**src/rtl/gray_updown_counter_pkg.sv**
```systemverilog
// Shared Gray-code helpers for the up/down counter and its load path.
// Functions operate on a fixed 32-bit container; callers zero-extend and
// take the low WIDTH bits, which is exact because both transforms only
// propagate information from higher to lower bit positions.
package gray_updown_counter_pkg;

    localparam int FUNC_W = 32;

    function automatic logic [FUNC_W-1:0] bin2gray_f(input logic [FUNC_W-1:0] b);
        return b ^ (b >> 1);
    endfunction

    function automatic logic [FUNC_W-1:0] gray2bin_f(input logic [FUNC_W-1:0] g);
        logic [FUNC_W-1:0] b;
        logic              acc;
        b   = '0;
        acc = 1'b0;
        for (int i = FUNC_W - 1; i >= 0; i--) begin
            acc  = acc ^ g[i];
            b[i] = acc;
        end
        return b;
    endfunction

endpackage

```
**src/rtl/gray_updown_counter_gray2bin.sv**
```systemverilog
// Combinational Gray-to-binary converter for the parallel-load path.
// Running XOR from the MSB down: b[MSB]=g[MSB], b[i]=b[i+1]^g[i].
module gray_updown_counter_gray2bin #(
    parameter int WIDTH = 8
) (
    input  logic [WIDTH-1:0] gray,
    output logic [WIDTH-1:0] bin
);

    // Prefix XOR carried in a scalar accumulator so no bit of bin is read back.
    always_comb begin
        logic acc;
        bin = '0;
        acc = 1'b0;
        for (int i = WIDTH - 1; i >= 0; i--) begin
            acc    = acc ^ gray[i];
            bin[i] = acc;
        end
    end

endmodule

```
**src/rtl/gray_updown_counter.sv**
```systemverilog
// Up/down counter held in binary with a registered Gray image.
// The Gray register is fed from the next-state binary, so bin_out and
// gray_out change on the same edge with no skew between them.
// WRAP=1 wraps modulo 2^WIDTH and pulses wrap_p; WRAP=0 pins at the ends
// and raises sat until the count moves again or a load occurs.
module gray_updown_counter
    import gray_updown_counter_pkg::*;
#(
    parameter int               WIDTH   = 8,
    parameter bit               WRAP    = 1'b1,
    parameter logic [WIDTH-1:0] RST_VAL = '0
) (
    input  logic             clk,
    input  logic             rst_n,
    input  logic             en,
    input  logic             up,
    input  logic             load,
    input  logic [WIDTH-1:0] load_gray,
    output logic [WIDTH-1:0] bin_out,
    output logic [WIDTH-1:0] gray_out,
    output logic             wrap_p,
    output logic             sat
);

    localparam logic [WIDTH-1:0]  CNT_MAX    = '1;
    localparam logic [FUNC_W-1:0] RST_GRAY_W = bin2gray_f(FUNC_W'(RST_VAL));
    localparam logic [WIDTH-1:0]  RST_GRAY   = RST_GRAY_W[WIDTH-1:0];

    logic [WIDTH-1:0] load_bin;
    logic [WIDTH-1:0] bin_next;
    logic [WIDTH-1:0] gray_next;
    logic             wrap_next;
    logic             sat_next;

    gray_updown_counter_gray2bin #(
        .WIDTH(WIDTH)
    ) u_gray2bin (
        .gray(load_gray),
        .bin (load_bin)
    );

    // Next-state mux: load beats enable; end-of-range handling depends on WRAP.
    always_comb begin
        bin_next  = bin_out;
        wrap_next = 1'b0;
        sat_next  = sat;
        if (load) begin
            bin_next = load_bin;
            sat_next = 1'b0;
        end else if (en) begin
            if (up) begin
                if (bin_out == CNT_MAX) begin
                    if (WRAP) begin
                        bin_next  = '0;
                        wrap_next = 1'b1;
                    end else begin
                        sat_next = 1'b1;
                    end
                end else begin
                    bin_next = bin_out + 1'b1;
                    sat_next = 1'b0;
                end
            end else begin
                if (bin_out == '0) begin
                    if (WRAP) begin
                        bin_next  = CNT_MAX;
                        wrap_next = 1'b1;
                    end else begin
                        sat_next = 1'b1;
                    end
                end else begin
                    bin_next = bin_out - 1'b1;
                    sat_next = 1'b0;
                end
            end
        end
    end

    // Gray image of the next state; on load this equals load_gray.
    always_comb begin
        gray_next = bin_next ^ (bin_next >> 1);
    end

    // State, Gray output and flag registers with synchronous active-low reset.
    always_ff @(posedge clk) begin
        if (!rst_n) begin
            bin_out  <= RST_VAL;
            gray_out <= RST_GRAY;
            wrap_p   <= 1'b0;
            sat      <= 1'b0;
        end else begin
            bin_out  <= bin_next;
            gray_out <= gray_next;
            wrap_p   <= wrap_next;
            sat      <= sat_next;
        end
    end

endmodule

```
**config.mk**
```make
export PLATFORM = sky130hd
export DESIGN_NAME = gray_updown_counter
export DESIGN_NICKNAME = d
export VERILOG_FILES = /design/src/rtl/gray_updown_counter_pkg.sv /design/src/rtl/gray_updown_counter_gray2bin.sv /design/src/rtl/gray_updown_counter.sv
export SDC_FILE = /design/constraint.sdc
export NUM_CORES = 1
export LEC_CHECK = 0
export BUFFER_PORTS_ARGS = -buffer_cell sky130_fd_sc_hd__buf_4
export CORE_MARGIN = 2
export CORE_UTILIZATION = 56
export DETAILED_ROUTE_END_ITERATION = 6
export PLACE_DENSITY = 0.91
export REMOVE_ABC_BUFFERS = 1
export SYNTH_ARGS = -nofsm -noshare
export SYNTH_HDL_FRONTEND = slang
export SYNTH_HIERARCHICAL = 1
export SYNTH_SLANG_ARGS = --single-unit
```
**constraint.sdc**
```tcl
create_clock -name clk -period 6.2 [get_ports clk]
set_clock_uncertainty 0.15 [all_clocks]
set_input_delay 0 -clock clk [delete_from_list [all_inputs] [get_ports clk]]
set_output_delay 0 -clock clk [all_outputs]
set_load 0.03 [all_outputs]
```
# == Yosys cells after proc, flatten, opt, wreduce, memory -nomap -nowiden ==
# Cells that the tools add are included.
# totals
regBits,18
out_inout_bits,18
# classes
mux,11
bitwise_logic,10
eq_ne,3
n_reduce_logical,4
addsub,2
# ops
cell,n
$mux W8,5
$add A8 B1 Y8 const B,1
$eq A8 B8 Y1 const B,1
$logic_not A8 Y1,1
$sub A8 B1 Y8 const B,1
$xor A8 B7 Y8,1
$xor A1 B1 Y1,7
$mux W1,6
$ne A2 B2 Y1 const B,2
$reduce_and A3 Y1,1
$reduce_or A3 Y1,1
$not A1 Y1,2
$reduce_or A2 Y1,1

# == Logic depth before layout (Yosys ltp) ==
# Gate-level depths: netlist (run 1).
# logic_depth
word_depth,9
mapped_depth,8
mapped_depth_nobuf,8

# == Hierarchy ==
# Netlist (run 1), hierarchy kept.
# modules_own_cells
module,seq_area_each_um2,cells_each,n_inst,area_each_um2
gray_updown_counter,320.3,134,1,1099.8
gray_updown_counter_gray2bin,0.0,13,1,125.1

# == Worst setup path before layout (run 1) ==
# No wires, ideal clock.
# synth_timing
path_type,register -> register
start,register bin_out[0]
end,register gray_out[2]
path_stages_with_launch,9
n_path_buf,0
arrival_time_ps,1951
path_slack_ps,3971
path_cell_list,dfxtp_1 > inv_1 > ha_1 > nor3b_1 > a21oi_1 > a21oi_1 > a221oi_2 > xor2_1 > nor2_1
# synth_between
elab_chain_cells,6
word_cells_on_any_way,10
# synth_lines
item,line,text
start: declaration,gray_updown_counter.sv:19,"output logic [WIDTH-1:0] bin_out,"
start signal: assignment,gray_updown_counter.sv:92,bin_out <= bin_next;
$sub A8 B1 Y8 (tied with other cells),gray_updown_counter.sv:72,bin_next = bin_out - 1'b1;
"$mux W8, on equally long branches","gray_updown_counter.sv:64, gray_updown_counter.sv:52",
$mux W8 (*),gray_updown_counter.sv:51,if (up) begin
$mux W8 (*),gray_updown_counter.sv:50,end else if (en) begin
$mux W8 (*),gray_updown_counter.sv:47,if (load) begin
$xor A8 B7 Y8 (*),gray_updown_counter.sv:81,gray_next = bin_next ^ (bin_next >> 1);
end signal: assignment,gray_updown_counter.sv:93,gray_out <= gray_next;
end: declaration,gray_updown_counter.sv:20,"output logic [WIDTH-1:0] gray_out,"
# Mark *: on every way between the ends. The rest lies on a longest branch, timed or not.
# A chain may end at the register's enable or synchronous reset.

# == Worst setup path after layout (run 1) ==
# layout_timing
start,register bin_out[0]
end,register gray_out[3]
# The elaborated chain is that of the path after synthesis.

==> qor.csv, run 1 <==
stage;metric;value;unit
outcome;outcome;finished, final reports clean;
logic_synthesis;Yosys reg bits;16;
cts;clock latency on the worst-skew pair;0.28;ns
logic_synthesis;Synth area leader;dfxtp_1;
critical_path;Worst Reg-to-Reg Cells;8;
cts;Clock Root Buffer;clkbuf_4;
floorplanning;Die X;50.8;um
logic_synthesis;Synth async-reset ratio;0;%
layout;share of layout cells above drive strength 1;23.8;%
logic_synthesis;synth top area cells;dfxtp_1 (26%), xnor2_1 (11%), nor2_1 (5.8%), xor2_1 (5.0%), nor3b_1 (4.3%);
sta;fin crit share;36.2;%
route;WL final;2740;um
cts;CTS tree;built;
cts;CTS HTree Levels;1;
floorplanning;row cnt;16;
logic_synthesis;post-synthesis sequential area ratio;26.1;%
sta;final setup fails;0;
logic_synthesis;Synth Flop Type;dfxtp_1;
logic_synthesis;distinct cell type count after synthesis;42;
logic_synthesis;Yosys warning count;6;
place;I/O Buffers;29;
power;Pleak;0.579;nW
layout;# fillers;175;
place;Post-DP HPWL;2100;um
place;GPL Wtd Cong;0.943;
global_route;initial antenna violation count;0;
critical_path;Crit Path Max Fanout;9;
sta;Max Slew Vio Count;0;
layout;area delta synth->final;16.9;%
layout;Ant. Diodes;0;
global_route;GRT overflow;0;
critical_path;CP arrival;2.26;ns
logic_synthesis;top cells by count, synth;nor2_1 (19), dfxtp_1 (16), xnor2_1 (15);
global_route;vias in the first global route;1024;
route;detailed router's first-iteration violation count;18;
logic_synthesis;Post-synth EDFFs;0;
floorplanning;# IOs;31;
sta;setup_tns;0;ns
min_path;Hold Crit Endpoint;bin_out[3];
sta;Relative slew margins;63.4;%
cts;Clock transition at path regs;0.08;ns
critical_path;RR Endpoint;gray_out[3];
sta;final number of hold-violating endpoints;0;
layout;design area;1430;um2
route;drt drc;0;
critical_path;Worst Setup End Kind;flip-flop;
sta;actual slew at the worst max-slew pin;0.548;ns
cts;CTS-repair resized insts;0;
route;Post-DRT Antenna Nets;0;
sta;RSZ-0062 raised after global routing;no;
global_route;global router's overall resource usage;23.2;%
layout;final net count;186;
critical_path;Critical Path RT;6.21;ns
logic_synthesis;Synth Instances;147;
min_path;HP Class;input port to flip-flop;
job;Max Cap Viol;0;
power;Peak VDD IR;0.214;mV
cts;clock sink total;16;
floorplanning;core area;2020;um2
critical_path;WS Path Type;flip-flop to flip-flop;
sta;post-layout minimum cycle time;2.24;ns
floorplanning;Starting Density;60.6;%
min_path;hold path startpoint;up;
logic_synthesis;syn avg cell area;8.33;um2
floorplanning;height of the die;50.8;um
route;Via density;5.70;
route;vias post-DR;1111;
logic_synthesis;Post-Synth Adder-Cell Area;3.06;%
cts;Setup Fix Bufs, Post-CTS;0;
logic_synthesis;Simple-Gate Fraction of Synth Area;24.6;%
logic_synthesis;synthesized area;1220;um2
logic_synthesis;multiplexer share of the synthesized area;0.817;%
place;dpl cell area;1390;um2
critical_path;worst reg2reg startpoint;bin_out[0];
global_route;first-pass GRT wire length;4500;um
floorplanning;full die area;2580;um2
logic_synthesis;XOR/XNOR Fraction of Synth Area;19.0;%
logic_synthesis;post-synth top area share;26.1;%
logic_synthesis;post-synthesis compound-gate area fraction;17.4;%
cts;CTS Hold Buffers Added;2;
cts;clk buf depth;2;
critical_path;Reg2Reg Setup Slack;3.96;ns
sta;Fmax;446;MHz
cts;CTS Buf Count;3;
power;Pwr Density;277;nW/um2
route;wire per inst;14.1;um
logic_synthesis;main combinational cell family by area after synthesis;simple AND/OR/NAND/NOR gates;
global_route;largest net degree at the start of global routing;18;
logic_synthesis;most frequent cell after synthesis;nor2_1;
critical_path;startpoint class of the critical path;flip-flop;
min_path;hold path depth;4;
route;drt first pass iters;4;
## per-layer routing
metal  wire (um)  share of wire [%]  track usage [%]  up-vias
met1        1080                 40             26.9      513
met5           0                  0                0        -
li1            -                  -                -      549
met2        1440                 52             41.4       45
met4          21               0.77             5.41        0
met3         196                7.2             6.85        4
## critical path: stages (launching register included)
cell      delay, ns
dfxtp_1        0.49
inv_1          0.11
ha_1           0.24
nor3b_1        0.17
a21oi_1        0.26
a21oi_1        0.12
a221oi_2       0.37
xnor2_1        0.17
nor2_1         0.06
## area by class of cell
cell class	count	area, um2	area share [%]
sequential	16	320	22.4
tap	27	33.8	2.36
multi-input combinational	113	798	55.8
inverter	5	18.8	1.31
clock buffer	3	22.5	1.57
timing repair buffer	31	238	16.6
## kinds of logic after synthesis
family	Yosys count
adders and majority gates	3
buffers and inverters	18
DFF	16
xor gates and xnor gates	24
AOI/OAI and AO/OA	29
other	1
muxes	1
and+or+nand+nor	55
## layout by cell type, fill, tap and decap left out, drive strengths merged, types with 2 or more instances in the layout
cell | synthesis | final
ha | 3 | 3
o21ai | 8 | 8
nand2 | 3 | 3
nor3b | 7 | 7
nor3 | 4 | 4
nor4 | 2 | 2
xnor2 | 16 | 16
o211ai | 3 | 3
xor2 | 7 | 7
and2 | 3 | 3
a211oi | 2 | 2
nand2b | 2 | 2
a21oi | 6 | 6
clkbuf | 2 | 3
a221oi | 3 | 3
inv | 5 | 5
dfxtp | 16 | 16
nand3 | 6 | 6
buf | 11 | 29
nand4 | 2 | 2
and3 | 2 | 2
nor2b | 3 | 3
dlygate4sd3 | 0 | 2
nor2 | 19 | 19
## worst max-delay path by stage
stage                    start  slack [ns]  depth (start not counted)          end
floorplan           bin_out[0]        3.96                          8  gray_out[2]
global placement    bin_out[0]        4.10                          8  gray_out[2]
detailed placement  bin_out[0]        4.00                          8  gray_out[4]
CTS                 bin_out[0]        3.97                          8  gray_out[3]
global route        bin_out[0]        3.80                          8  gray_out[3]
finish              bin_out[0]        3.96                          8  gray_out[3]
## registers in the layout, indices dropped and copies added (netlist names)
register	cells
gray_out	8
wrap_p	1
bin_out	7
## power by group
| part | total (mW) | switching (mW) | internal [mW] |
|---|---|---|---|
| Clock | 0.0527 | 0.0301 | 0.0226 |
| Combinational | 0.202 | 0.111 | 0.0901 |
| Sequential | 0.142 | 0.0217 | 0.121 |
## through the flow
stage | total power, mW | hold slack, ns | util (%) | worst slack (ns) | instances
after CTS | 0.399 | 0.0394 | 70.8 | 3.97 | 195
after floorplan | 0.284 | -0.0283 | - | 3.96 | 134
after detailed placement | 0.345 | 0.0849 | 68.7 | 4.00 | 190
after global placement | 0.340 | 0.0782 | 68.7 | 4.10 | 190
after global routing | 0.421 | 0.0637 | 70.8 | 3.80 | 195
final | 0.396 | 0.0441 | 70.8 | 3.96 | 195
Power figures use the tool's default switching activity.
==> run 2: changes to the inputs <==
--- a/config.mk
+++ b/config.mk
@@ -7,9 +7,9 @@
 export LEC_CHECK = 0
 export BUFFER_PORTS_ARGS = -buffer_cell sky130_fd_sc_hd__buf_4
 export CORE_MARGIN = 2
-export CORE_UTILIZATION = 56
+export CORE_UTILIZATION = 52
 export DETAILED_ROUTE_END_ITERATION = 6
-export PLACE_DENSITY = 0.91
+export PLACE_DENSITY = 0.85
 export REMOVE_ABC_BUFFERS = 1
 export SYNTH_ARGS = -nofsm -noshare
 export SYNTH_HDL_FRONTEND = slang
==> constraint.sdc (replaced) <==
create_clock -name clk -period 2.1 [get_ports clk]
set_clock_uncertainty 0.15 [all_clocks]
set_input_delay 0 -clock clk [delete_from_list [all_inputs] [get_ports clk]]
set_output_delay 0 -clock clk [all_outputs]
set_load 0.03 [all_outputs]
==> run 2 against run 1 <==
Clock power increased to 3.9 times the previous value. Utilization shrank 2.4 points. Final cell count increased by 4.6%. Via count grew 5.0%. Critical path type unchanged. Critical endpoint is now gray_out[0]. Largest cell class unchanged.
==> qor.csv, run 2 (synthesis gave the netlist of run 1 again) <==
stage;metric;value;unit;change
floorplanning;# IOs;31;;unchanged
route;Via density;5.72;;was 5.70
power;Pwr Density;840;nW/um2;was 277 nW/um2
sta;final setup fails;0;;unchanged
sta;Fmax;506;MHz;was 446 MHz
min_path;HP Class;input port to flip-flop;;unchanged
route;wire length on met3;161;um;was 196 um
critical_path;Critical Path RT;2.14;ns;was 6.21 ns
cts;clk buf depth;2;;unchanged
power;Pleak;0.630;nW;was 0.579 nW
critical_path;startpoint class of the critical path;flip-flop;;unchanged
place;GPL Wtd Cong;0.960;;was 0.943
layout;area delta synth->final;23.6;%;was 16.9%
sta;post-layout minimum cycle time;1.97;ns;was 2.24 ns
layout;Seq. cell area;324;um2;was 320 um2
sta;Max Slew Vio Count;0;;unchanged
critical_path;Crit Path Max Fanout;7;;was 9
sta;worst setup margin;0.126;ns;was 3.96 ns
floorplanning;Die X;52.5;um;was 50.8 um
route;met2 wire len;1630;um;was 1440 um
power;Peak VDD IR;0.785;mV;was 0.214 mV
layout;final net count;193;;was 186
route;WL final;3010;um;was 2740 um
critical_path;RR Endpoint;gray_out[0];;was gray_out[3]
layout;Biggest register;gray_out;;unchanged
route;drt first pass iters;4;;unchanged
global_route;largest net degree at the start of global routing;18;;unchanged
global_route;GRT overflow;0;;unchanged
cts;clock latency on the worst-skew pair;0.29;ns;was 0.28 ns
layout;most frequent cells in the layout;buf_4 (37), nor2_1 (19), xnor2_1 (15);;was buf_4 (29), nor2_1 (19), dfxtp_1 (16)
floorplanning;height of the die;52.5;um;was 50.8 um
route;wire per inst;14.8;um;was 14.1 um
layout;Multi-input gate area;812;um2;was 798 um2
place;Post-DP HPWL;2260;um;was 2100 um
cts;CTS tree;built;;unchanged
sta;fin crit share;94.0;%;was 36.2%
layout;leading cell type in the layout, fill and taps excluded;buf_4;;unchanged
route;vias post-DR;1167;;was 1,111
power;total power;1.27;mW;was 0.396 mW
critical_path;worst setup path end;gray_out[0];;was gray_out[3]
floorplanning;Starting Density;55.4;%;was 60.6%
route;Highest Signal Layer;met4;;unchanged
layout;design area;1510;um2;was 1430 um2
global_route;first-pass GRT wire length;5060;um;was 4500 um
layout;# fillers;190;;was 175
sta;setup_tns;0;ns;unchanged
cts;CTS Buf Count;3;;unchanged
floorplanning;row cnt;17;;was 16
global_route;global router's overall resource usage;24.9;%;was 23.2%
cts;Clock transition at path regs;0.09;ns;was 0.08 ns
route;drt drc;0;;unchanged
floorplanning;full die area;2760;um2;was 2580 um2
cts;clock sink total;16;;unchanged
outcome;outcome;finished, final reports clean;;unchanged
critical_path;Setup crit start;bin_out[4];;was bin_out[0]
place;DP Worst Slack;0.0225;ns;was 4.00 ns
critical_path;CP arrival;2.02;ns;was 2.26 ns
route;detailed router's first-iteration violation count;44;;was 18
critical_path;Worst Reg-to-Reg Cells;6;;was 8
route;Post-DRT Antenna Nets;0;;unchanged
layout;share of layout cells above drive strength 1;31.3;%;was 23.8%
critical_path;worst reg2reg startpoint;bin_out[4];;was bin_out[0]
layout;Largest register FFs;8;;unchanged
global_route;initial antenna violation count;0;;unchanged
layout;Final Util;68.4;%;was 70.8%
critical_path;Worst Setup End Kind;flip-flop;;unchanged
floorplanning;core area;2210;um2;was 2020 um2
cts;CTS HTree Levels;1;;unchanged
critical_path;WS Path Type;flip-flop to flip-flop;;unchanged
place;dpl cell area;1440;um2;was 1390 um2
place;I/O Buffers;29;;unchanged
layout;Ant. Diodes;0;;unchanged
sta;final number of hold-violating endpoints;0;;unchanged
global_route;vias in the first global route;1105;;was 1,024
cts;Clock Root Buffer;clkbuf_4;;unchanged
job;Max Cap Viol;0;;unchanged
route;M1 wire length;1150;um;was 1080 um
critical_path;Reg2Reg Setup Slack;0.13;ns;was 3.96 ns
layout;Largest regs;gray_out x8, bin_out x7, wrap_p x1;;unchanged
-- run 2: worst min-delay path by stage --
| stage | endpoint | start | slack, ns | cells after the start |
|---|---|---|---|---|
| after floorplan | bin_out[0] | rst_n | -0.03 | 1 |
| after global placement | bin_out[2] | rst_n | 0.08 | 2 |
| after detailed placement | bin_out[0] | rst_n | 0.08 | 2 |
| after CTS | bin_out[3] | load | 0.0003 | 3 |
| after global routing | bin_out[3] | load | 0.03 | 3 |
| final | bin_out[3] | load | 0.006 | 3 |
-- run 2: cell type report --
| cell class | count | share of cell area [%] |
|---|---|---|
| Clock buffer | 4 | 2.40 |
| Inverter | 5 | 1.24 |
| Multi-Input combinational cell | 113 | 53.6 |
| Sequential cell | 16 | 21.4 |
| Tap cell | 28 | 2.31 |
| Timing Repair Buffer | 38 | 19.0 |
-- run 2: per-layer routing --
metal | vias to the layer above | global-route usage [%]
met1 | 536 | 28.7
met2 | 58 | 45.4
li1 | 562 | -
met3 | 11 | 4.57
met5 | - | 0
met4 | 0 | 8.55
-- run 2: metrics by stage --
step	hold WS [ns]	instances
final	0.00642	204
after detailed placement	0.0821	198
after global placement	0.0810	198
after CTS	0.000255	203
after floorplan	-0.0283	134
after global routing	0.0259	204
-- run 2: report_power, final --
part	switching, mW	leakage [nW]	internal [mW]
clock network	0.0992	0.0210	0.106
registers	0.0518	0.133	0.358
logic	0.359	0.475	0.298
total	0.510	0.630	0.761
-- run 2: what timing repair did --
action                                  4_1_cts  5_1_grt
buffers inserted                              0        1
hold buffers                                  1        0
endpoints found under the hold margin         7        0
resized for setup                             0        6
endpoints found under the setup margin        0       10
-- run 2: critical path: stages (launching register included) --
cell	delay, ns
dfxtp_1	0.52
nand4_1	0.23
nor2_1	0.27
a211oi_1	0.09
a221o_2	0.33
xnor2_1	0.13
and2_1	0.16
==> run 3: changes to the inputs <==
--- a/config.mk
+++ b/config.mk
@@ -7,9 +7,9 @@
 export LEC_CHECK = 0
 export BUFFER_PORTS_ARGS = -buffer_cell sky130_fd_sc_hd__buf_4
 export CORE_MARGIN = 2
-export CORE_UTILIZATION = 52
+export CORE_UTILIZATION = 56
 export DETAILED_ROUTE_END_ITERATION = 6
-export PLACE_DENSITY = 0.85
+export PLACE_DENSITY = 0.91
 export REMOVE_ABC_BUFFERS = 1
 export SYNTH_ARGS = -nofsm -noshare
 export SYNTH_HDL_FRONTEND = slang
==> constraint.sdc (replaced) <==
create_clock -name clk -period 2.4 [get_ports clk]
set_clock_uncertainty 0.15 [all_clocks]
set_input_delay 0 -clock clk [delete_from_list [all_inputs] [get_ports clk]]
set_output_delay 0 -clock clk [all_outputs]
set_load 0.03 [all_outputs]
==> run 3 against run 2 <==
Register-to-register slack gained 0.09 ns. First-iteration DRC count shrank 25%. Total power shrank 18%. Utilization is 2.7 points higher. Design area decreased by 5.0%. Combinational power is 19% lower. Worst hold slack improved by 0.038 ns. Flip-flop and latch count unchanged. Non-clock buffer count shrank 6. Via count shrank 3.3%. Worst setup slack improved by 0.087 ns. Critical path type unchanged.
==> qor.csv, run 3 (synthesis gave the netlist of run 1 again) <==
stage;metric;value;unit;change
layout;final net count;187;;was 193
power;register share of total power;35.4;%;was 32.2%
sta;Fmax;457;MHz;was 506 MHz
global_route;met1 GRT Util;27.3;%;was 28.7%
global_route;initial antenna violation count;0;;unchanged
global_route;grt peak-use layer;met2;;unchanged
critical_path;CP most frequent cell;a21oi_1;;
floorplanning;full die area;2580;um2;was 2760 um2
power;Pwr Density;721;nW/um2;was 840 nW/um2
route;Post-DRT Antenna Nets;0;;unchanged
sta;RSZ-0062 raised after global routing;no;;
cts;clock sink total;16;;unchanged
power;switching power share of the total;41.6;%;was 40.1%
floorplanning;Die X;50.8;um;was 52.5 um
cts;Setup Fix Bufs, Post-CTS;0;;unchanged
layout;Ant. Diodes;0;;unchanged
global_route;met2 Track Usage GR;42.3;%;was 45.4%
critical_path;startpoint class of the critical path;flip-flop;;unchanged
critical_path;Critical-path top delay cell;dfxtp_1;;unchanged
critical_path;Worst Setup End Kind;flip-flop;;unchanged
power;cell internal pwr;0.605;mW;was 0.761 mW
cts;Clock transition at path regs;0.08;ns;was 0.09 ns
sta;final number of hold-violating endpoints;0;;unchanged
outcome;outcome;finished, final reports clean;;unchanged
critical_path;Crit path largest cell delay;0.49;ns;was 0.52 ns
layout;area delta synth->final;17.5;%;was 23.6%
layout;leading cell type in the layout, fill and taps excluded;buf_4;;unchanged
global_route;GRT overflow;0;;unchanged
critical_path;CP cell instances;inv_1 -> ha_1 -> nor3b_1 -> a21oi_1 -> a21oi_1 -> a221oi_2 -> xor2_1 -> nor2_1;;was nand4_1 -> nor2_1 -> a211oi_1 -> a221o_2 -> xnor2_1 -> and2_1
cts;clk buf depth;2;;unchanged
place;I/O Buffers;29;;unchanged
layout;most frequent cells in the layout;buf_4 (30), nor2_1 (19), dfxtp_1 (16);;was buf_4 (37), nor2_1 (19), xnor2_1 (15)
min_path;HP Class;input port to flip-flop;;unchanged
global_route;first-pass GRT wire length;4600;um;was 5060 um
cts;CTS-repair resized insts;0;;unchanged
critical_path;Crit Path Max Fanout;9;;was 7
cts;CTS tree;built;;unchanged
sta;setup_tns;0;ns;unchanged
floorplanning;core area;2020;um2;was 2210 um2
global_route;met3 usage;5.95;%;was 4.57%
power;clock share of power;13.5;%;was 16.1%
global_route;global router's overall resource usage;24.1;%;was 24.9%
layout;Biggest register;gray_out;;unchanged
sta;actual slew at the worst max-slew pin;0.590;ns;
layout;Largest register FFs;8;;unchanged
power;Pleak;0.584;nW;was 0.630 nW
sta;post-layout minimum cycle time;2.19;ns;was 1.97 ns
power;switching power;0.432;mW;was 0.510 mW
route;vias post-DR;1129;;was 1,167
floorplanning;Starting Density;60.6;%;was 55.4%
place;GPL Wtd Cong;0.933;;was 0.960
power;combinational share of power;51.1;%;was 51.7%
route;drt drc;0;;unchanged
layout;Largest regs;gray_out x8, bin_out x7, wrap_p x1;;unchanged
layout;share of layout cells above drive strength 1;24.3;%;was 31.3%
sta;Relative slew margins;60.6;%;
global_route;vias in the first global route;1035;;was 1,105
route;detailed router's first-iteration violation count;33;;was 44
sta;final setup fails;0;;unchanged
power;total power;1.04;mW;was 1.27 mW
place;Post-DP HPWL;2190;um;was 2260 um
critical_path;Critical Path RT;2.42;ns;was 2.14 ns
floorplanning;# IOs;31;;unchanged
cts;Clock Root Buffer;clkbuf_4;;unchanged
route;WL final;2880;um;was 3010 um
power;Peak VDD IR;0.659;mV;was 0.785 mV
route;Via density;5.76;;was 5.72
critical_path;WS Path Type;flip-flop to flip-flop;;unchanged
sta;Max Slew Vio Count;0;;unchanged
floorplanning;height of the die;50.8;um;was 52.5 um
critical_path;WP buf/inv;1;;was 0
floorplanning;row cnt;16;;was 17
sta;fin crit share;91.1;%;was 94.0%
cts;CTS HTree Levels;1;;unchanged
cts;CTS Buf Count;3;;unchanged
cts;clock latency on the worst-skew pair;0.29;ns;about the same
route;wire per inst;14.7;um;was 14.8 um
critical_path;Top delay family on crit path;compound AO/OA/AOI/OAI gates;;was simple AND/OR/NAND/NOR gates
route;drt first pass iters;4;;unchanged
job;Max Cap Viol;0;;unchanged
global_route;largest net degree at the start of global routing;18;;unchanged
critical_path;CP arrival;2.21;ns;was 2.02 ns
-- run 3: layout make-up --
cell class / count / area, um2
sequential: 16 / 320
clock buffer: 3 / 22.5
multi-input combinational: 113 / 798
timing repair buffer: 32 / 245
inverter: 5 / 18.8
tap: 27 / 33.8
fill: 165 / 583
-- run 3: worst paths after layout --
| kind | slack (ns) | from | end | cells after the start |
|---|---|---|---|---|
| worst max-delay path | 0.21 | bin_out[0] | gray_out[2] | 8 |
| worst min-delay path | 0.04 | up | bin_out[3] | 4 |
| worst max register to register | 0.21 | bin_out[0] | gray_out[2] | 8 |
| worst min register to register | 0.64 | gray_out[7] | gray_out[7] | 2 |
-- run 3: tightest hold or removal path: stages --
cell and delay [ns]:
buf_4 0.16, o21ai_0 0.11, a221oi_2 0.09, nor2_1 0.09
-- run 3: power groups by stage --
| stage | Clock, mW | Sequential (mW) | Combinational, mW |
|---|---|---|---|
| after floorplan | 0 | 0.458 | 0.276 |
| after global placement | 0 | 0.368 | 0.512 |
| after detailed placement | 0 | 0.371 | 0.527 |
| after CTS | 0.142 | 0.365 | 0.531 |
| after global routing | 0.152 | 0.373 | 0.573 |
| final | 0.140 | 0.367 | 0.530 |
-- run 3: per-stage QoR --
step / instances / instance area [um2] / hold WS, ns / setup WS [ns] / utilization, %
6_report: 196 / 1440 / 0.0449 / 0.213 / 71.2
5_1_grt: 196 / 1440 / 0.0680 / 0.00138 / 71.2
4_1_cts: 196 / 1440 / 0.0418 / 0.218 / 71.2
3_5_place_dp: 191 / 1400 / 0.0840 / 0.235 / 69.1
3_3_place_gp: 191 / 1400 / 0.0780 / 0.302 / 69.1
2_1_floorplan: 134 / 1140 / -0.0283 / 0.160 / -
-- run 3: repair_timing --
item | CTS | global route
hold endpoints to repair | 4 | 0
hold buffers | 2 | 0
endpoints found under the setup margin | 0 | 0
-- run 3: per-layer routing --
metal | vias to the layer above | share of wire, %
met1 | 517 | 41
met4 | 0 | 2.0
met3 | 8 | 7.6
met2 | 52 | 49
li1 | 552 | -
met5 | - | 0
